===== config.mk =====
export PLATFORM = sky130hd
export DESIGN_NAME = riscv_core_decode_stage
export DESIGN_NICKNAME = d
export VERILOG_FILES = /design/src/rtl/riscv_core_decode_pkg.sv /design/src/rtl/riscv_core_decode_logic.sv /design/src/rtl/riscv_core_decode_stage.sv
export SDC_FILE = /design/constraint.sdc
export NUM_CORES = 1
export LEC_CHECK = 0
export BUFFER_PORTS_ARGS = -buffer_cell sky130_fd_sc_hd__buf_2
export CAP_MARGIN = 10
export CORE_AREA = 2 2 131 184
export CTS_BUF_LIST = sky130_fd_sc_hd__clkbuf_16
export DETAILED_ROUTE_END_ITERATION = 12
export DIE_AREA = 0 0 133 186
export PLACE_DENSITY_LB_ADDON = 0.25
export SLEW_MARGIN = 10
export SYNTH_ARGS = -nofsm -noshare
export SYNTH_HDL_FRONTEND = slang
export SYNTH_SLANG_ARGS = --single-unit

===== constraint.sdc =====
create_clock -name i_clk -period 7.6 [get_ports i_clk]
set_clock_uncertainty 0.05 [all_clocks]
set_input_delay 0.76 -clock i_clk [delete_from_list [all_inputs] [get_ports i_clk]]
set_output_delay 0.76 -clock i_clk [all_outputs]
set_load 0.01 [all_outputs]

===== src/rtl/riscv_core_decode_pkg.sv =====
// Shared opcodes, field encodings and the packed control bundle for the decode stage.
package riscv_core_decode_pkg;

  localparam logic [6:0] OPC_LOAD      = 7'b0000011;
  localparam logic [6:0] OPC_MISC_MEM  = 7'b0001111;
  localparam logic [6:0] OPC_OP_IMM    = 7'b0010011;
  localparam logic [6:0] OPC_AUIPC     = 7'b0010111;
  localparam logic [6:0] OPC_OP_IMM_32 = 7'b0011011;
  localparam logic [6:0] OPC_STORE     = 7'b0100011;
  localparam logic [6:0] OPC_AMO       = 7'b0101111;
  localparam logic [6:0] OPC_OP        = 7'b0110011;
  localparam logic [6:0] OPC_LUI       = 7'b0110111;
  localparam logic [6:0] OPC_OP_32     = 7'b0111011;
  localparam logic [6:0] OPC_BRANCH    = 7'b1100011;
  localparam logic [6:0] OPC_JALR      = 7'b1100111;
  localparam logic [6:0] OPC_JAL       = 7'b1101111;
  localparam logic [6:0] OPC_SYSTEM    = 7'b1110011;

  localparam logic [6:0] F7_BASE   = 7'b0000000;
  localparam logic [6:0] F7_ALT    = 7'b0100000;
  localparam logic [6:0] F7_MULDIV = 7'b0000001;

  localparam logic [4:0] F5_LR = 5'b00010;
  localparam logic [4:0] F5_SC = 5'b00011;

  localparam logic [2:0] IMM_I = 3'd0;
  localparam logic [2:0] IMM_S = 3'd1;
  localparam logic [2:0] IMM_B = 3'd2;
  localparam logic [2:0] IMM_U = 3'd3;
  localparam logic [2:0] IMM_J = 3'd4;

  localparam logic [1:0] RES_ALU = 2'd0;
  localparam logic [1:0] RES_MEM = 2'd1;
  localparam logic [1:0] RES_PC4 = 2'd2;
  localparam logic [1:0] RES_CSR = 2'd3;

  localparam logic [1:0] CSR_NONE = 2'd0;
  localparam logic [1:0] CSR_RW   = 2'd1;
  localparam logic [1:0] CSR_RS   = 2'd2;
  localparam logic [1:0] CSR_RC   = 2'd3;

  localparam logic [3:0] AMO_NONE = 4'd0;
  localparam logic [3:0] AMO_ADD  = 4'd1;
  localparam logic [3:0] AMO_SWAP = 4'd2;
  localparam logic [3:0] AMO_XOR  = 4'd3;
  localparam logic [3:0] AMO_AND  = 4'd4;
  localparam logic [3:0] AMO_OR   = 4'd5;
  localparam logic [3:0] AMO_MIN  = 4'd6;
  localparam logic [3:0] AMO_MAX  = 4'd7;
  localparam logic [3:0] AMO_MINU = 4'd8;
  localparam logic [3:0] AMO_MAXU = 4'd9;

  typedef struct packed {
    logic       regwrite;
    logic [2:0] imsrc;
    logic       uctrl;
    logic       alusrcb;
    logic       memwrite;
    logic [1:0] resultsrc;
    logic       branch;
    logic       aluop;
    logic [1:0] size;
    logic       ldext;
    logic       isword;
    logic       jump;
    logic       bjreg;
    logic       imsel;
    logic       new_mux_sel;
    logic       amo;
    logic [3:0] amo_op;
    logic       lr;
    logic       sc;
    logic       src_sel;
    logic [1:0] csr_op;
    logic       read;
    logic       illegal;
  } decode_ctrl_t;

  localparam decode_ctrl_t CTRL_NOP = '0;

  // Read-modify-write AMOs only; LR/SC and undefined funct5 map to AMO_NONE.
  function automatic logic [3:0] amo_op_of(input logic [4:0] funct5);
    case (funct5)
      5'b00000: return AMO_ADD;
      5'b00001: return AMO_SWAP;
      5'b00100: return AMO_XOR;
      5'b01100: return AMO_AND;
      5'b01000: return AMO_OR;
      5'b10000: return AMO_MIN;
      5'b10100: return AMO_MAX;
      5'b11000: return AMO_MINU;
      5'b11100: return AMO_MAXU;
      default:  return AMO_NONE;
    endcase
  endfunction

endpackage


===== src/rtl/riscv_core_decode_logic.sv =====
// Combinational RISC-V instruction decoder producing the packed control bundle.
module riscv_core_decode_logic
  import riscv_core_decode_pkg::*;
#(
  parameter int XLEN = 64,
  parameter bit EN_M = 1'b1,
  parameter bit EN_A = 1'b1
) (
  input  logic [31:0]  instr,
  output decode_ctrl_t ctrl
);

  localparam bit IS64 = (XLEN == 64);

  logic [6:0] opcode;
  logic [6:0] funct7;
  logic [4:0] funct5;
  logic [2:0] funct3;
  logic       is_lr;
  logic       is_sc;
  logic       bad;
  logic       unused_fields;

  assign opcode = instr[6:0];
  assign funct3 = instr[14:12];
  assign funct7 = instr[31:25];
  assign funct5 = instr[31:27];
  assign is_lr  = (funct5 == F5_LR);
  assign is_sc  = (funct5 == F5_SC);
  assign unused_fields = ^{instr[24:15], instr[11:7]};

  always_comb begin
    // NOTE: the bundle and the illegal flag get defaults before the case, so no path infers a latch.
    ctrl = CTRL_NOP;
    bad  = 1'b0;
    case (opcode)
      OPC_LUI: begin
        ctrl.regwrite    = 1'b1;
        ctrl.imsrc       = IMM_U;
        ctrl.new_mux_sel = 1'b1;
      end
      OPC_AUIPC: begin
        ctrl.regwrite = 1'b1;
        ctrl.imsrc    = IMM_U;
        ctrl.uctrl    = 1'b1;
      end
      OPC_JAL, OPC_JALR: begin
        ctrl.regwrite  = 1'b1;
        ctrl.jump      = 1'b1;
        ctrl.resultsrc = RES_PC4;
        ctrl.bjreg     = (opcode == OPC_JALR);
        ctrl.alusrcb   = (opcode == OPC_JALR);
        ctrl.imsrc     = (opcode == OPC_JAL) ? IMM_J : IMM_I;
      end
      OPC_BRANCH: begin
        ctrl.imsrc  = IMM_B;
        ctrl.branch = 1'b1;
      end
      OPC_LOAD: begin
        ctrl.regwrite  = 1'b1;
        ctrl.alusrcb   = 1'b1;
        ctrl.resultsrc = RES_MEM;
        ctrl.size      = funct3[1:0];
        ctrl.ldext     = funct3[2];
        ctrl.read      = 1'b1;
        bad = (funct3 == 3'b111) || (!IS64 && (funct3 == 3'b011 || funct3 == 3'b110));
      end
      OPC_STORE: begin
        ctrl.imsrc    = IMM_S;
        ctrl.alusrcb  = 1'b1;
        ctrl.memwrite = 1'b1;
        ctrl.size     = funct3[1:0];
        bad = funct3[2] || (!IS64 && funct3 == 3'b011);
      end
      OPC_OP_IMM, OPC_OP_IMM_32: begin
        ctrl.regwrite = 1'b1;
        ctrl.alusrcb  = 1'b1;
        ctrl.aluop    = 1'b1;
        ctrl.isword   = (opcode == OPC_OP_IMM_32);
        bad = (opcode == OPC_OP_IMM_32) && !IS64;
      end
      OPC_OP: begin
        ctrl.regwrite = 1'b1;
        ctrl.aluop    = 1'b1;
        ctrl.imsel    = (funct7 == F7_MULDIV);
        bad = !((funct7 == F7_BASE) || (funct7 == F7_ALT) || (EN_M && funct7 == F7_MULDIV));
      end
      OPC_OP_32: begin
        ctrl.regwrite = 1'b1;
        ctrl.aluop    = 1'b1;
        ctrl.isword   = 1'b1;
        ctrl.imsel    = (funct7 == F7_MULDIV);
        bad = !IS64 || (!EN_M && funct7 == F7_MULDIV);
      end
      OPC_AMO: begin
        ctrl.regwrite  = 1'b1;
        ctrl.resultsrc = RES_MEM;
        ctrl.size      = funct3[1:0];
        ctrl.lr        = is_lr;
        ctrl.sc        = is_sc;
        ctrl.amo       = !(is_lr || is_sc);
        ctrl.amo_op    = amo_op_of(funct5);
        ctrl.memwrite  = !is_lr;
        ctrl.read      = !is_sc;
        bad = !EN_A || !(funct3 == 3'b010 || funct3 == 3'b011) ||
              (funct3 == 3'b011 && !IS64) ||
              (amo_op_of(funct5) == AMO_NONE && !is_lr && !is_sc);
      end
      OPC_SYSTEM: begin
        // funct3[1:0] is the CSR operation, funct3[2] selects the zero-extended uimm source.
        ctrl.regwrite  = (funct3[1:0] != CSR_NONE);
        ctrl.resultsrc = RES_CSR;
        ctrl.csr_op    = funct3[1:0];
        ctrl.src_sel   = funct3[2];
      end
      OPC_MISC_MEM: ;
      default: bad = 1'b1;
    endcase

    ctrl.illegal = bad;
    if (bad) begin
      ctrl.regwrite = 1'b0;
      ctrl.memwrite = 1'b0;
      ctrl.branch   = 1'b0;
      ctrl.jump     = 1'b0;
      ctrl.amo      = 1'b0;
      ctrl.lr       = 1'b0;
      ctrl.sc       = 1'b0;
      ctrl.read     = 1'b0;
    end
  end

endmodule


===== src/rtl/riscv_core_decode_stage.sv =====
// Registered decode stage: decodes on accept, buffers results in a small FIFO, counts illegal instructions.
module riscv_core_decode_stage
  import riscv_core_decode_pkg::*;
#(
  parameter int XLEN  = 64,
  parameter int DEPTH = 2,
  parameter bit EN_M  = 1'b1,
  parameter bit EN_A  = 1'b1,
  parameter int CNT_W = 16
) (
  input  logic             i_clk,
  input  logic             i_rst,
  input  logic             i_flush,
  input  logic             i_valid,
  output logic             o_ready,
  input  logic [31:0]      i_instr,
  input  logic [XLEN-1:0]  i_pc,
  output logic             o_valid,
  input  logic             i_ready,
  output decode_ctrl_t     o_ctrl,
  output logic [XLEN-1:0]  o_pc,
  output logic [31:0]      o_instr,
  output logic [CNT_W-1:0] o_illegal_cnt
);

  localparam int PTR_W = $clog2(DEPTH);
  localparam int CW    = PTR_W + 1;
  localparam logic [CW-1:0] DEPTH_C = CW'(DEPTH);

  decode_ctrl_t      dec_ctrl;
  decode_ctrl_t      ctrl_mem  [DEPTH];
  logic [XLEN-1:0]   pc_mem    [DEPTH];
  logic [31:0]       instr_mem [DEPTH];
  logic [PTR_W-1:0]  wr_ptr;
  logic [PTR_W-1:0]  rd_ptr;
  logic [CW-1:0]     count;
  logic [CNT_W-1:0]  illegal_cnt;
  logic              push;
  logic              pop;

  riscv_core_decode_logic #(
    .XLEN (XLEN),
    .EN_M (EN_M),
    .EN_A (EN_A)
  ) u_decode (
    .instr (i_instr),
    .ctrl  (dec_ctrl)
  );

  // Ready depends only on occupancy, never on i_ready.
  assign o_ready = ~i_rst & (count < DEPTH_C);
  assign o_valid = (count != '0);
  assign push    = i_valid & o_ready & ~i_flush;
  assign pop     = o_valid & i_ready;

  always_ff @(posedge i_clk) begin
    // NOTE: sequential state uses non-blocking assignments so every register samples pre-edge values.
    if (i_rst || i_flush) begin
      wr_ptr <= '0;
      rd_ptr <= '0;
      count  <= '0;
    end else begin
      if (push) wr_ptr <= wr_ptr + 1'b1;
      if (pop)  rd_ptr <= rd_ptr + 1'b1;
      case ({push, pop})
        2'b10:   count <= count + 1'b1;
        2'b01:   count <= count - 1'b1;
        default: count <= count;
      endcase
    end
  end

  // NOTE: the storage array has no reset; o_valid qualifies the head and the outputs are masked when empty.
  always_ff @(posedge i_clk) begin
    if (push) begin
      ctrl_mem[wr_ptr]  <= dec_ctrl;
      pc_mem[wr_ptr]    <= i_pc;
      instr_mem[wr_ptr] <= i_instr;
    end
  end

  always_ff @(posedge i_clk) begin
    if (i_rst) begin
      illegal_cnt <= '0;
    end else if (push && dec_ctrl.illegal && (illegal_cnt != '1)) begin
      illegal_cnt <= illegal_cnt + 1'b1;
    end
  end

  assign o_ctrl        = o_valid ? ctrl_mem[rd_ptr]  : CTRL_NOP;
  assign o_pc          = o_valid ? pc_mem[rd_ptr]    : '0;
  assign o_instr       = o_valid ? instr_mem[rd_ptr] : '0;
  assign o_illegal_cnt = illegal_cnt;

endmodule


Word-level counts from Yosys, hierarchy flattened
Memories as Yosys holds them, arrays and structs flattened. A register that Yosys moved wholly into a read port is not among the register bits.
Cells that the tools add are included.
{"block": "word_totals", "ff_bits": 20, "ramBits": 254, "romBits": 256, "input_bits": 101, "out_inout_bits": 145, "elab_cells": 114, "memories": 5}
{"name": "(name not given)", "depth": 32, "width": 4, "rd": 1, "rd_clocked_by_memory_dff": 0, "wr": 0, "line": "riscv_core_decode_pkg.sv:83", "rtl": "case (funct5)"}
{"name": "(name not given)", "depth": 32, "width": 4, "rd": 1, "rd_clocked_by_memory_dff": 0, "wr": 0, "line": "riscv_core_decode_pkg.sv:83"}
{"name": "pc_mem", "depth": 2, "width": 64, "rd": 1, "rd_clocked_by_memory_dff": 1, "wr": 1, "line": "riscv_core_decode_stage.sv:32", "rtl": "logic [XLEN-1:0] pc_mem [DEPTH];"}
{"name": "instr_mem", "depth": 2, "width": 32, "rd": 1, "rd_clocked_by_memory_dff": 1, "wr": 1, "line": "riscv_core_decode_stage.sv:33", "rtl": "logic [31:0] instr_mem [DEPTH];"}
{"name": "ctrl_mem", "depth": 2, "width": 31, "rd": 1, "rd_clocked_by_memory_dff": 1, "wr": 1, "line": "riscv_core_decode_stage.sv:31", "rtl": "decode_ctrl_t ctrl_mem [DEPTH];"}
{"block": "classes", "n_addsub": 5, "order_cmp": 1, "eq_ne": 24, "mux": 39, "n_bitwise": 6, "reduce_logical": 30}
{"op": "$mux 64", "count": 1}
{"op": "$eq 7x6->1 const B", "count": 6}
{"op": "$mux 32", "count": 1}
{"op": "$mux 31", "count": 1}
{"op": "$eq 7x7->1 const B", "count": 4}
{"op": "$eq 7x5->1 const B", "count": 3}
{"op": "$mux 1", "count": 20}
{"op": "$reduce_or 10->1", "count": 2}
{"op": "$add 16x1->16 const B", "count": 1}
{"op": "$ne 16x16->1 const B", "count": 1}
{"op": "$pmux 3 s4", "count": 1}
{"op": "$eq 5x2->1 const B", "count": 2}
{"op": "$pmux 1 s2", "count": 5}
{"op": "$reduce_or 2->1", "count": 5}
{"op": "$reduce_or 4->1", "count": 2}
{"op": "$eq 7x1->1 const B", "count": 1}
{"op": "$eq 7x2->1 const B", "count": 1}
{"op": "$eq 7x4->1 const B", "count": 1}
{"op": "$logic_not 7->1", "count": 1}
{"op": "$mux 7", "count": 1}
{"op": "$eq 3x2->1 const B", "count": 2}
{"op": "$logic_or 1x1->1", "count": 6}
{"op": "$mux 2", "count": 3}
{"op": "$mux 3", "count": 2}
{"op": "other kinds (18)", "count": 32}

Depth between registers and ports, before layout
Gate-level depths: netlist of the first run.
{"block": "logic_depth", "depth_word": 9, "mapped_depth": 9, "depth_no_buf": 8}

Modules after synthesis
A second synthesis of the first run with hierarchy kept.
{"block": "unflattened", "cells_unflattened": 758, "hier_area_um2": 11209.5}
{"module": "riscv_core_decode_stage", "n_inst": 1, "cells_each": 659, "area_each_um2": 10571.4, "seq_area_each_um2": 8047.7}
{"module": "riscv_core_decode_logic", "n_inst": 1, "cells_each": 99, "area_each_um2": 638.1, "seq_area_each_um2": 0.0}

Worst setup path after synthesis of the first run
Ideal clock, no wire load.
{"block": "synth_path", "path_type": "input to register", "from": "in i_rst", "to": "mem ctrl_mem[0][0] in the netlist's numbering, enable pin", "setup_ns": 0.615, "t_arrival_ns": 6.526, "required_ns": 6.935, "setup_slack_ns": 0.409, "path_stages": 3, "n_path_buf": 0, "cell_sequence": "nor4b_4 inv_1 nor2_1"}
{"block": "synth_between", "elab_chain_len": 6}
{"element": "start: declaration", "line": "riscv_core_decode_stage.sv:12", "rtl": "input logic i_rst,"}
{"element": "$not 1->1", "line": "riscv_core_decode_stage.sv:51", "rtl": "assign o_ready = ~i_rst & (count < DEPTH_C);"}
{"element": "$and 1x1->1", "line": "riscv_core_decode_stage.sv:51"}
{"element": "$and 1x1->1 (2 in series)", "line": "riscv_core_decode_stage.sv:53", "rtl": "assign push = i_valid & o_ready & ~i_flush;"}
{"element": "$mux 1", "line": "riscv_core_decode_stage.sv:75", "rtl": "if (push) begin"}
{"element": "$mux 1 (implied by the code)", "line": "riscv_core_decode_stage.sv:76", "rtl": "ctrl_mem[wr_ptr] <= dec_ctrl;"}
{"element": "end: declaration", "line": "riscv_core_decode_stage.sv:31"}
No other way between the ends.

==> results by group, run 1 <==
Outcome
  • Run status: completed

Setup path
  • CP required: 6.79 ns
  • Destination of the critical timing path: o_ctrl[29]
  • Critical setup path kind: reg -> out
  • Startpoint of the worst register-to-register path: count[1]
  • Peak fanout along the critical path: 57
  • Reg2Reg Capture Point: ctrl_mem[1][21]
  • Crit path arrival time: 2.79 ns
  • Crit. End Element: output pin
  • Worst r2r path cells: 3
  • Reg-to-reg setup timing slack: 4.67 ns
  • Crit start category: flip-flop

Detailed routing
  • Post-route antenna net violation count: 0
  • Count of vias placed by the detailed router: 6911
  • Total Routed Length: 23600 µm
  • Length of the first detailed-routing pass in iterations: 4
  • Post-DR wirelength/cell: 17.8 µm
  • DRC: 0
  • Vias per Instance: 5.23
  • Number of DRC violations after detailed-routing iteration 0: 493

Floorplanning
  • DIE AREA: 0.0247 mm²
  • Horizontal extent of the die: 133 µm
  • Initial Util: 48.3%
  • Die extent in y: 186 µm
  • Total core area: 0.0230 mm²
  • Count of pins on the block boundary: 246
  • Row count: 66

Clock tree
  • Maximum level of the CTS H-tree: 1
  • Clk Latency, worst-skew pair: 0.52 ns
  • Clock tree from TritonCTS: done
  • Buffer cell driving the clock tree root: sky130_fd_sc_hd__clkbuf_16
  • Number of clock buffers inserted by TritonCTS: 26
  • Clock transition at the registers of the reported paths: 0.06 ns
  • Number of cells upsized or downsized after cts: 0
  • Clock Path Buffers: 3
  • Setup repair bufs after CTS: 0
  • Number of clock sinks seen by CTS: 275
  • Number of hold buffers added after cts: 0

STA
  • Crit share post-route: 47.3%
  • Number of pins with negative max-slew slack in the final report: 0
  • Summed negative setup slack over all endpoints: 0 ns
  • Final count of negative-setup-slack endpoints: 0
  • Setup repair after global routing missed its margin: no
  • Achievable frequency: 278 MHz
  • Relative max-transition margin: 33.7%
  • Final critical path time including I/O delays and setup: 3.60 ns
  • Worst-margin pin slew: 0.995 ns
  • Hold Violations, Final: 0

Yosys
  • Mapped Nets: 862
  • Yosys warning count: 0
  • Register area share after synthesis: 72.2%
  • Summed instance area of the synthesized netlist: 0.0111 mm²
  • Cells after Synth: 759
  • Post-synthesis async set-or-reset flop share: 0%
  • Cell type with the largest total area after synthesis: sky130_fd_sc_hd__edfxtp_1
  • Syn_area_per_cell: 14.7 µm²
  • Yosys top cell area share: 68.5%
  • Flop and latch count out of synthesis: 275
  • Cells taking the most area after synthesis: sky130_fd_sc_hd__edfxtp_1 (68%), sky130_fd_sc_hd__mux2i_1 (12%), sky130_fd_sc_hd__nor2_1 (5.0%)
  • Count of unique library cells instantiated by Yosys: 48
  • Count of flip-flops with a built-in enable after synthesis: 254
  • Leading register cell type out of synthesis: sky130_fd_sc_hd__edfxtp_1

Layout
  • Layout fillers: 1844
  • Number of nets in the final layout: 1099
  • Commonest non-fill, non-tap cells in the layout: sky130_fd_sc_hd__edfxtp_1 (254), sky130_fd_sc_hd__buf_2 (245), sky130_fd_sc_hd__nor2_1 (146)
  • Post-Route Utilization: 58.5%
  • Ratio of cells with drive above 1 in the final layout: 29.7%
  • Synth-to-Final Area Change: 20.9%
  • Leading cell type in the layout, fill and taps excluded: sky130_fd_sc_hd__edfxtp_1

Place
  • Buffers on Ports: 245
  • Detailed-placement wirelength estimate: 15500 µm
  • Global placement routability congestion: 0.811

Global routing
  • Initial antenna violation count: 2
  • Via count of the first global-routing pass: 6625
  • Met1 GRT Util: 22.0%
  • M3 GR Usage: 3.13%
  • Overall routing resource usage: 18.1%
  • Pin count of the biggest net entering global routing: 101
  • Routing layer with the top usage in global route: met2
  • Total congestion overflow after global routing: 0
  • Met2 Use GR: 32.0%
  • Wire length of the first global-routing pass: 34700 µm

Hold path
  • Classification of the worst-slack hold path: in -> reg

Power and ir drop
  • VDD IR-drop max: 0.174 mV
  • Lkg Pwr: 4.80 nW
  • Total power divided by cell area: 226 mW/mm²

Flow run
  • Max-Cap Viols: 0
==> power breakdown <==
part | total (mW) | internal [mW] | switching, mW
combinational | 0.139 | 0.0518 | 0.0877
clock | 1.23 | 0.707 | 0.520
sequential | 1.68 | 1.68 | 0.00686
==> layout make-up <==
class                   instances  area, µm²  share of cell area (%)
clock buffers                  27        676                    5.02
repair buffers                251       1280                    9.53
clock inverters                20        139                    1.03
well taps                     306        383                    2.84
multi-input cells             431       2890                    21.5
flip-flops and latches        275       8050                    59.8
diodes                          1       2.50                  0.0186
inverters                      11       41.3                   0.307
==> worst min path at each step <==
| stage | startpoint | end | slack, ns | depth (start not counted) |
|---|---|---|---|---|
| final | i_pc[18] | pc_mem[1][18] | 0.38 | 1 |
| after global routing | i_pc[12] | pc_mem[1][12] | 0.35 | 1 |
| after CTS | i_pc[18] | pc_mem[0][18] | 0.35 | 1 |
| after detailed placement | o_illegal_cnt[5] | o_illegal_cnt[5] | 0.45 | 2 |
| after global placement | o_illegal_cnt[5] | o_illegal_cnt[5] | 0.43 | 2 |
| after floorplan | o_illegal_cnt[5] | o_illegal_cnt[5] | 0.45 | 2 |
==> cells in the mapped netlist (all sizes together) (4+ instances only) <==
cell type	count
dfxtp	21
xnor2	6
edfxtp	254
clkbuf	22
a21oi	19
o21ai	8
nand2	17
nor3	16
mux2i	129
or3	4
nand3	13
buf	20
or4	9
nor4	5
and2	6
inv	11
nor2	148
o31ai	8
==> state kept, by name (all words and copies together) (netlist names), named ones only <==
register and count:
ctrl_mem 62, instr_mem 64, rd_ptr 1, wr_ptr 1
o_illegal_cnt 16, pc_mem 128, count 2
==> metrics by stage <==
stage          cell area, µm²  hold slack, ns  worst slack [ns]  std cells  power, mW
5_1_grt                 13500           0.346              3.83       1322       3.16
4_1_cts                 13500           0.352              3.92       1321       3.08
3_3_place_gp            12700           0.429              4.02       1274       1.85
2_1_floorplan           11100           0.454             0.409        759       1.79
6_report                13500           0.377              4.00       1322       3.05
3_5_place_dp            12700           0.446              3.99       1274       1.86
==> cells by family after synthesis <==
logic type | Yosys count | share of synthesized area [%]
buf+inv | 53 | 1.94
fa+ha+maj | 2 | 0.225
flops | 275 | 72.2
mux | 131 | 11.8
compound gates | 54 | 3.36
xor+xnor | 8 | 0.629
simple gates | 236 | 9.81
==> metal layers <==
layer / vias to the layer above / part of all wire [%]
li1: 3301 / -
met3: 51 / 5.7
met1: 3322 / 40
met2: 235 / 51
met5: - / 0.055
met4: 2 / 3.5
==> worst max-delay path, stage by stage (launching register included) <==
cell	delay (ns)
sky130_fd_sc_hd__dfxtp_4	0.67
sky130_fd_sc_hd__buf_4	0.85
sky130_fd_sc_hd__mux2i_1	0.44
sky130_fd_sc_hd__nor2_1	0.08
sky130_fd_sc_hd__buf_2	0.17
Note: power is estimated with default switching activity, not from simulation.
==> run 2, diff against run 1 <==
clock period = 3.3 ns   (was 7.6 ns; I/O delays follow)
==> run 2 against run 1 <==
Critical path type unchanged. Via count increased by 5.6%. First-iteration DRC count decreased by 24%. Setup slack got worse by 3.3 ns.
==> results by group, run 2 (synthesis results as in run 1) <==
Outcome
  • Run status: completed

Layout
  • Multi-input combinational cell area: 0.00289 mm²
  • Register Area: 0.00805 mm²
  • Largest registers ranked by flip-flop count: pc_mem: 128 flops, instr_mem: 64 flops, ctrl_mem: 62 flops
  • Commonest non-fill, non-tap cells in the layout: sky130_fd_sc_hd__edfxtp_1 (254), sky130_fd_sc_hd__buf_2 (245), sky130_fd_sc_hd__nor2_1 (146)
  • Layout fillers: 1764
  • Synth-to-Final Area Change: 30.7%
  • Antenna fix cells: 0
  • Number of nets in the final layout: 1192
  • Leading cell type in the layout, fill and taps excluded: sky130_fd_sc_hd__edfxtp_1
  • Max FFs per register: 128
  • Ratio of cells with drive above 1 in the final layout: 28.0%
  • Top register by number of flip-flops: pc_mem

STA
  • Worst Slack Setup Final: 0.740 ns
  • Relative max-transition margin: 49.8%
  • Final count of negative-setup-slack endpoints: 0
  • Achievable frequency: 391 MHz
  • Number of pins with negative max-slew slack in the final report: 0
  • Hold Violations, Final: 0
  • Worst-margin pin slew: 0.752 ns
  • Crit share post-route: 77.6%
  • Summed negative setup slack over all endpoints: 0 ns
  • Setup repair after global routing missed its margin: no
  • Final critical path time including I/O delays and setup: 2.56 ns

Hold path
  • Classification of the worst-slack hold path: in -> reg
  • Worst Hold Path EP: instr_mem[1][12]
  • Hold depth: 1
  • Min-Delay Startpoint: i_instr[12]

Floorplanning
  • DIE AREA: 0.0247 mm²
  • Die extent in y: 186 µm
  • Initial Util: 48.3%
  • Row count: 66
  • Count of pins on the block boundary: 246
  • Total core area: 0.0230 mm²
  • Horizontal extent of the die: 133 µm

Global routing
  • Initial antenna violation count: 0
  • Wire length of the first global-routing pass: 37400 µm
  • Via count of the first global-routing pass: 7131
  • Total congestion overflow after global routing: 0
  • Overall routing resource usage: 19.3%
  • Pin count of the biggest net entering global routing: 86

Setup path
  • CP required: 2.92 ns
  • Critical setup path kind: reg -> out
  • Crit start category: flip-flop
  • Worst r2r path cells: 6
  • Crit. End Element: output pin
  • Crit path arrival time: 2.18 ns
  • Peak fanout along the critical path: 85
  • Reg-to-reg setup timing slack: 1.00 ns
  • Startpoint of the worst register-to-register path: o_illegal_cnt[0]
  • Reg2Reg Capture Point: o_illegal_cnt[14]

Place
  • Worst setup slack before clock tree synthesis: 0.586 ns
  • Global placement routability congestion: 0.804
  • Buffers on Ports: 245
  • Detailed-placement wirelength estimate: 16100 µm

Clock tree
  • Clock Path Buffers: 3
  • Number of clock sinks seen by CTS: 275
  • Clk Latency, worst-skew pair: 0.53 ns
  • Number of cells upsized or downsized after cts: 0
  • Number of clock buffers inserted by TritonCTS: 27
  • Clock tree from TritonCTS: done
  • Clock transition at the registers of the reported paths: 0.06 ns
  • Setup repair bufs after CTS: 0
  • Maximum level of the CTS H-tree: 1
  • Number of hold buffers added after cts: 84
  • Buffer cell driving the clock tree root: sky130_fd_sc_hd__clkbuf_16

Detailed routing
  • DRC: 0
  • Total Routed Length: 24800 µm
  • Length of the first detailed-routing pass in iterations: 5
  • Post-DR wirelength/cell: 17.5 µm
  • Post-route antenna net violation count: 0
  • Vias per Instance: 5.16
  • Number of DRC violations after detailed-routing iteration 0: 377
  • Count of vias placed by the detailed router: 7299

Flow run
  • Max-Cap Viols: 0

Power and ir drop
  • VDD IR-drop max: 0.426 mV
  • Lkg Pwr: 5.26 nW
  • Total power divided by cell area: 503 mW/mm²
[run 2: worst max-delay path, stage by stage, from the launching register on]
cell	delay (ns)
sky130_fd_sc_hd__dfxtp_1	0.39
sky130_fd_sc_hd__nor2_4	0.50
sky130_fd_sc_hd__buf_12	0.38
sky130_fd_sc_hd__nor2_1	0.11
sky130_fd_sc_hd__buf_2	0.16
[run 2: how the worst max path moves through the flow]
stage / start / endpoint / cells after the start
3_3_place_gp: i_instr[2] / o_illegal_cnt[15] / 7
4_1_cts: flip-flop / o_pc[53] / 4
5_1_grt: i_instr[29] / o_illegal_cnt[10] / 8
3_5_place_dp: i_instr[2] / o_illegal_cnt[15] / 7
6_report: count[1] / o_pc[40] / 4
2_1_floorplan: count[1] / ctrl_mem[0][0] / 3
[run 2: cell type report]
type                    instances  area share [%]
well taps                     306            2.63
clock inverters                19            1.01
repair buffers                343            15.8
clock buffers                  30            5.16
flip-flops and latches        275            55.3
inverters                      11           0.284
multi-input cells             431            19.9
[run 2: report_power, final]
group          switching, mW  total, mW  internal, mW
Sequential            0.0165       3.87          3.86
Clock                   1.25       3.04          1.79
Combinational          0.217      0.409         0.192
[run 2: metal layers]
layer	track usage [%]	part of all wire (%)
met1	22.9	39
met4	6.75	3.1
met2	35.4	53
met5	0	0
met3	3.16	5.5
[run 2: metrics by stage]
stage / cell area, µm² / power (mW) / instances / hold WS [ns] / utilization [%]
6_report: 14600 / 7.32 / 1415 / 0.0390 / 63.2
5_1_grt: 14600 / 7.55 / 1415 / 0.0192 / 63.2
4_1_cts: 14600 / 7.39 / 1415 / 0.00836 / 63.2
3_5_place_dp: 12800 / 4.28 / 1282 / 0.436 / 55.7
3_3_place_gp: 12800 / 4.27 / 1282 / 0.427 / 55.7
2_1_floorplan: 11100 / 4.11 / 759 / 0.357 / -
